File: src/rtl/riscv_lsu.sv
`default_nettype none
// ============================================================================
//  Module      : riscv_lsu
//  Description : Load/store unit between core datapath and byte-lane data bus;
//                stalls the core while an access is outstanding.
//  Revision    : 1.0 - initial release
// ============================================================================
module riscv_lsu #(
  parameter int TIMEOUT = 16
) (
  input  logic        clk_i,
  input  logic        rst_i,
  input  logic        core_req_i,
  input  logic        core_we_i,
  input  logic [2:0]  core_size_i,
  input  logic [31:0] core_addr_i,
  input  logic [31:0] core_wd_i,
  output logic [31:0] core_rd_o,
  output logic        core_stall_req_o,
  output logic        core_err_o,
  output logic        mem_req_o,
  output logic        mem_we_o,
  output logic [3:0]  mem_be_o,
  output logic [31:0] mem_addr_o,
  output logic [31:0] mem_wd_o,
  input  logic [31:0] mem_rd_i,
  input  logic        mem_ready_i
);

  typedef enum logic [1:0] {
    ST_IDLE = 2'd0,
    ST_BUSY = 2'd1,
    ST_DONE = 2'd2
  } state_t;

  localparam logic [2:0] c_SZ_B  = 3'd0;
  localparam logic [2:0] c_SZ_H  = 3'd1;
  localparam logic [2:0] c_SZ_W  = 3'd2;
  localparam logic [2:0] c_SZ_BU = 3'd4;
  localparam logic [2:0] c_SZ_HU = 3'd5;

  localparam int              c_CW       = (TIMEOUT > 1) ? $clog2(TIMEOUT) : 1;
  localparam logic [c_CW-1:0] c_TMO_LAST = c_CW'((TIMEOUT > 0) ? TIMEOUT - 1 : 0);

  state_t            r_state;
  state_t            w_state_nxt;
  logic              r_we;
  logic [2:0]        r_size;
  logic [31:0]       r_addr;
  logic [3:0]        r_be;
  logic [31:0]       r_wd;
  logic [c_CW-1:0]   r_cnt;
  logic [31:0]       r_rd;
  logic              r_err;

  logic              w_legal;
  logic [1:0]        w_off;
  logic [3:0]        w_be;
  logic [31:0]       w_wd;
  logic [7:0]        w_byte;
  logic [15:0]       w_half;
  logic [31:0]       w_ld_data;
  logic              w_timeout;
  logic              w_busy;

  // Legality check and store lane steering, from the live core request.
  always_comb begin
    w_off   = core_addr_i[1:0];
    w_legal = 1'b0;
    w_be    = 4'b1111;
    w_wd    = core_wd_i;
    case (core_size_i)
      c_SZ_B, c_SZ_BU: begin
        w_legal = 1'b1;
        if (core_we_i) begin
          w_be = 4'b0001 << w_off;
          w_wd = {4{core_wd_i[7:0]}};
        end
      end
      c_SZ_H, c_SZ_HU: begin
        w_legal = ~w_off[0];
        if (core_we_i) begin
          w_be = 4'b0011 << w_off;
          w_wd = {2{core_wd_i[15:0]}};
        end
      end
      c_SZ_W:  w_legal = (w_off == 2'b00);
      default: w_legal = 1'b0;
    endcase
  end

  // Load data extraction from the returned word, using the latched offset.
  always_comb begin
    case (r_addr[1:0])
      2'd0:    w_byte = mem_rd_i[7:0];
      2'd1:    w_byte = mem_rd_i[15:8];
      2'd2:    w_byte = mem_rd_i[23:16];
      default: w_byte = mem_rd_i[31:24];
    endcase
    w_half = r_addr[1] ? mem_rd_i[31:16] : mem_rd_i[15:0];
    case (r_size)
      c_SZ_B:  w_ld_data = {{24{w_byte[7]}}, w_byte};
      c_SZ_BU: w_ld_data = {24'd0, w_byte};
      c_SZ_H:  w_ld_data = {{16{w_half[15]}}, w_half};
      c_SZ_HU: w_ld_data = {16'd0, w_half};
      default: w_ld_data = mem_rd_i;
    endcase
  end

  assign w_timeout = (TIMEOUT != 0) && (r_cnt == c_TMO_LAST);

  always_comb begin
    w_state_nxt      = r_state;
    core_stall_req_o = 1'b0;
    case (r_state)
      ST_IDLE: begin
        if (core_req_i && w_legal) begin
          w_state_nxt      = ST_BUSY;
          core_stall_req_o = 1'b1;
        end
      end
      ST_BUSY: begin
        core_stall_req_o = 1'b1;
        if (mem_ready_i || w_timeout) begin
          w_state_nxt = ST_DONE;
        end
      end
      ST_DONE: w_state_nxt = ST_IDLE;
      default: w_state_nxt = ST_IDLE;
    endcase
  end

  always_ff @(posedge clk_i) begin
    if (rst_i) begin
      r_state <= ST_IDLE;
      r_we    <= 1'b0;
      r_size  <= 3'd0;
      r_addr  <= 32'd0;
      r_be    <= 4'd0;
      r_wd    <= 32'd0;
      r_cnt   <= '0;
      r_rd    <= 32'd0;
      r_err   <= 1'b0;
    end else begin
      r_state <= w_state_nxt;
      r_err   <= 1'b0;
      case (r_state)
        ST_IDLE: begin
          if (core_req_i) begin
            if (w_legal) begin
              r_we   <= core_we_i;
              r_size <= core_size_i;
              r_addr <= core_addr_i;
              r_be   <= w_be;
              r_wd   <= w_wd;
              r_cnt  <= '0;
            end else begin
              r_err <= 1'b1;
              r_rd  <= 32'd0;
            end
          end
        end
        ST_BUSY: begin
          r_cnt <= r_cnt + 1'b1;
          // A ready in the final wait cycle still wins over the timeout.
          if (mem_ready_i) begin
            if (!r_we) begin
              r_rd <= w_ld_data;
            end
          end else if (w_timeout) begin
            r_err <= 1'b1;
            r_rd  <= 32'd0;
          end
        end
        default: ;
      endcase
    end
  end

  assign w_busy     = (r_state == ST_BUSY);
  assign mem_req_o  = w_busy;
  assign mem_we_o   = w_busy & r_we;
  assign mem_be_o   = w_busy ? r_be : 4'd0;
  assign mem_addr_o = w_busy ? {r_addr[31:2], 2'b00} : 32'd0;
  assign mem_wd_o   = w_busy ? r_wd : 32'd0;
  assign core_rd_o  = r_rd;
  assign core_err_o = r_err;

endmodule
`default_nettype wire

File: config.mk
export PLATFORM = sky130hd
export DESIGN_NAME = riscv_lsu
export DESIGN_NICKNAME = d
export VERILOG_FILES = /design/src/rtl/riscv_lsu.sv
export SDC_FILE = /design/constraint.sdc
export NUM_CORES = 1
export LEC_CHECK = 0
export CAP_MARGIN = 10
export CORE_UTILIZATION = 47
export DETAILED_ROUTE_END_ITERATION = 7
export PLACE_DENSITY = 0.95
export SLEW_MARGIN = 15
export SYNTH_ARGS = -nofsm -noshare
export SYNTH_HDL_FRONTEND = slang
export SYNTH_SLANG_ARGS = --single-unit
File: constraint.sdc
create_clock -name clk_i -period 4.9 [get_ports clk_i]
set_clock_uncertainty 0.05 [all_clocks]
set_input_delay 0.49 -clock clk_i [delete_from_list [all_inputs] [get_ports clk_i]]
set_output_delay 0.49 -clock clk_i [all_outputs]
set_load 0.05 [all_outputs]
# Word level (Yosys, flattened, before mapping)
# Cells that the tools add are included.
[op_classes]
n_addsub = 1
eq_ne = 18
shift = 2
mux = 32
bitwise = 2
reduce_logical = 14
[ops]
columns = ["cell", "count"]
rows = [
  ["2-to-1 mux 32 bit", 9],
  ["one-hot mux 32 bit (2 select lines)", 2],
  ["one-hot mux 32 bit (4 select lines)", 1],
  ["one-hot mux 8 bit (3 select lines)", 1],
  ["2-to-1 mux 4 bit", 5],
  ["2-to-1 mux 16 bit", 1],
  ["one-hot mux 4 bit (2 select lines)", 2],
  ["== test 3 bit (second input constant)", 4],
  ["inequality test 2 bit (second input constant)", 4],
  ["== test 3 x 1 -> 1 bit (second input constant)", 2],
  ["logical NOT 2 bit", 3],
  ["logical NOT 3 bit", 2],
  ["inequality test 3 bit (second input constant)", 2],
  ["AND reduction 3 bit", 2],
  ["2-to-1 mux 1 bit", 5],
  ["AND reduction 5 bit", 1],
  ["adder 4 x 1 -> 4 bit (second input constant)", 1],
  ["== test 2 x 1 -> 1 bit (second input constant)", 2],
  ["== test 4 bit (second input constant)", 1],
  ["2-to-1 mux 2 bit", 2],
  ["one-hot mux 1 bit (2 select lines)", 2],
  ["one-hot mux 2 bit (2 select lines)", 1],
  ["OR reduction 2 bit", 2],
  ["left shift 1 x 2 -> 4 bit (first input constant)", 1],
  ["11 further kinds", 11],
]
[totals]
regBits = 111
inputBits = 104
word_cells = 78

# Longest topological paths before layout
[logic_depth]
word_depth = 6
mapped_depth = 8
depth_no_buf = 6

# Worst setup path after synthesis
# No wires, ideal clock.
[synth_path]
path_kind = "input to output"
start = "input port core_addr_i[0]"
end = "output port core_stall_req_o"
t_arrival_ns = 2.279
required_ns = 4.360
slack_ns = 2.081
cell_stages = 5
cell_sequence = "inv_1 ha_1 nor3b_2 nor2_1 o21ai_0"
[synth_via]
elab_chain_len = 5
word_cells_on_any_way = 6
cone_classes = "mux (3); bitwise (1); reduce/logical (2)"
[synth_rtl]
columns = ["item", "line_no", "source"]
rows = [
  ["start, declared", "16", "input logic [31:0] core_addr_i,"],
  ["logical NOT 2 bit / inverter 1 bit (equally long branches)", "87, 81", ""],
  ["one-hot mux 1 bit (3 select lines) *", "72", "case (core_size_i)"],
  ["logical AND 1 bit *", "117", "if (core_req_i && w_legal) begin"],
  ["2-to-1 mux 1 bit *", "117", ""],
  ["one-hot mux 1 bit (2 select lines) *", "115", "case (r_state)"],
  ["end, declared", "19", "output logic core_stall_req_o,"],
]
# Mark *: on every way between the ends. The rest lies on a longest branch, timed or not.

# Worst setup path in the final report
# Same ends and word-level chain as after synthesis.

==> out/results.txt <==
H-tree levels - 3
drt pass-1 iters - 6
total leakage power - 2.74 nW
clock-pin slew on the worst setup and hold paths - 0.10 ns
largest net degree at the start of global routing - 93
cell class contributing the biggest share of worst-path delay - buffers and inverters
Reg2Reg Setup Slack - 2.54 ns
drt total wl - 15.9 mm
RR Startpoint - r_state[0]
Clock Sinks - 111
Crit. Startpoint - core_addr_i[0]
Antenna Nets Post-Route - 0
most common flop cell mapped by yosys - dfxtp_1
pwr/cell area - 257 nW/um^2
IO Pins - 208
Max VDD drop - 0.000201 V
critical path required time - 4.36 ns
Netlist cell types - 47
Layout fillers - 794
CP arrival - 3.25 ns
CP Cell Sequence - clkdlybuf4s50_1 -> inv_1 -> ha_1 -> nor3b_2 -> nor2_1 -> o21ai_0 -> clkdlybuf4s50_1
Synth Cell Area - 5150 sq um
die area - 11400 sq um
relative slew slack - 34.4%
layout cells sized above 1 - 5.02%
GRT Resource Usage Total - 27.0%
Avg Cell Area, Syn - 8.56 sq um
CTS root buf - clkbuf_8
CP max FO - 6
GP Congestion - 0.941
Core ar. - 10500 sq um
Worst-Skew Late Latency - 0.36 ns
fin util - 71.0%
Worst-Margin Slew - 0.982 ns
Longest Clk Path Bufs - 2
DRT iter0 DRCs - 322
CP startpoint kind - primary input
Most common cell on crit path - clkdlybuf4s50_1
Yosys warning count - 0
Max Slew Vio Count - 0
ant diodes - 0
Layout Nets - 882
row cnt - 37
RSZ-0062 raised after global routing - no
post-CTS resize count - 0
Avg WL per Cell - 17.4 um
Die W - 107 um
Worst path slowest cell - clkdlybuf4s50_1
first-pass GRT wire length - 24.5 mm
outcome - complete, no violations
hpwl dp - 11.6 mm
origin of the worst min-delay path - r_addr[9]
ys async rst share - 0%
Max Fclk - 264 MHz
Max Cap Viol - 0
number of global-route vias before repair - 5000
# DRC - 0
CTS Buf Count - 9
WP buf/inv - 3
initial core utilization - 49.2%
GRT Residual Overflow - 0
synthesized instance count - 601
min Tclk post-route - 3.79 ns
TritonCTS clock tree - built
Final setup viols - 0
sequential element share of the synthesized area - 43.2%
vias per std cell - 5.65
TNS Setup - 0 ns
Syn-to-layout area delta - 44.3%
hold-fix buffers at CTS - 0
input/output buffers - 205
CP Capture Type - output pin
antenna violations before repair - 0
Setup Fix Bufs, Post-CTS - 0
CP Class - primary input to output pin
vias - 5157
crit share post-route - 77.3%
Post-synth EDFFs - 0
Seq cells post-synth - 111
worst min-delay path class - register to register
max incr delay on CP - 0.94 ns
Die Y - 107 um
Hold Vio Cnt, Final - 0
## final timing paths
| check | to | depth (start not counted) |
|---|---|---|
| setup reg to reg | core_rd_o[25] | 4 |
| setup / recovery | core_stall_req_o | 7 |
| hold / removal | r_addr[9] | 2 |
| hold reg to reg | r_addr[9] | 2 |
## power breakdown
part           leakage (nW)  internal, mW  switching (mW)
clock network         0.103         0.254           0.316
registers             0.903         0.944          0.0278
logic                  1.73         0.164           0.206
total                  2.74          1.36           0.550
## placed cells by master (no fill, tap or decap), drive strengths merged, types with 9 or more instances in the layout
cell type	instances
a211oi	17
a21oi	57
a221o	16
and2	68
clkbuf	10
clkdlybuf4s50	204
dfxtp	111
inv	13
mux2	9
mux2i	28
nand2	116
nor2	27
## registers in the layout, summed over array words and instances (netlist names)
signal,flops
core_rd_o,32
r_wd,32
core_err_o,1
r_state,2
r_we,1
r_size,3
r_cnt,4
r_be,4
r_addr,32
## final cells by class
type	count	area (sq um)	area share, %
clock buffer	10	138	1.85
clock inverter	5	65.1	0.876
inverter	12	45.0	0.606
multi-input combinational	428	2700	36.3
sequential	111	2220	29.9
tap	136	170	2.29
timing repair buffer	211	2090	28.2
## cell usage after synthesis, drive strengths merged (7+ instances only)
cell type    n  area share [%]
a221o       16             3.1
a21o         8             1.2
o2bb2ai      7             1.2
and2        68             8.3
inv         11            0.80
o21ai        8            0.78
mux2i       28             5.4
a222oi       7             1.4
dfxtp      111              43
nor2        27             2.0
buf         17             1.8
mux2         9             2.0
nand2      116             8.5
a21oi       57             5.6
clkbuf      34             2.5
a211oi      17             2.5
a221oi       8             1.4
o211ai       8             1.2
## worst min-delay path: cells and delay by family (launching register included)
family             cells  cell delay (ns)
DFF                    1             0.32
and+or+nand+nor        1             0.05
AOI/OAI and AO/OA      1             0.05
## through the flow
step / hold slack (ns) / setup WS [ns] / cell area [sq um] / power [mW] / instances
finish: 0.408 / 1.11 / 7430 / 1.91 / 913
global route: 0.425 / 0.859 / 7430 / 1.98 / 913
CTS: 0.409 / 1.07 / 7420 / 1.92 / 913
detailed placement: 0.395 / 1.11 / 7210 / 1.36 / 898
global placement: 0.383 / 1.27 / 7210 / 1.34 / 898
floorplan: 0.382 / 2.08 / 5150 / 1.19 / 602
## per-layer routing
| layer | vias up | GRT usage, % | share of wire (%) |
|---|---|---|---|
| met5 | - | 0 | 0 |
| met2 | 252 | 47.8 | 50 |
| li1 | 2435 | - | - |
| met1 | 2437 | 31.1 | 40 |
| met4 | 0 | 10.1 | 2.7 |
| met3 | 33 | 6.81 | 7.6 |
## cells by family (layout without fill, tap and decap cells)
| group | after synthesis | in the layout | share of synthesized area [%] |
|---|---|---|---|
| adders and majority gates | 5 | 5 | 1.22 |
| other | 1 | 2 | 0.0729 |
| buffers and inverters | 63 | 238 | 5.18 |
| DFF | 111 | 111 | 43.2 |
| and+or+nand+nor | 233 | 233 | 21.9 |
| muxes | 38 | 38 | 7.85 |
| AOI/OAI and AO/OA | 150 | 150 | 20.7 |
No activity file was read; power rests on OpenSTA's default activity.
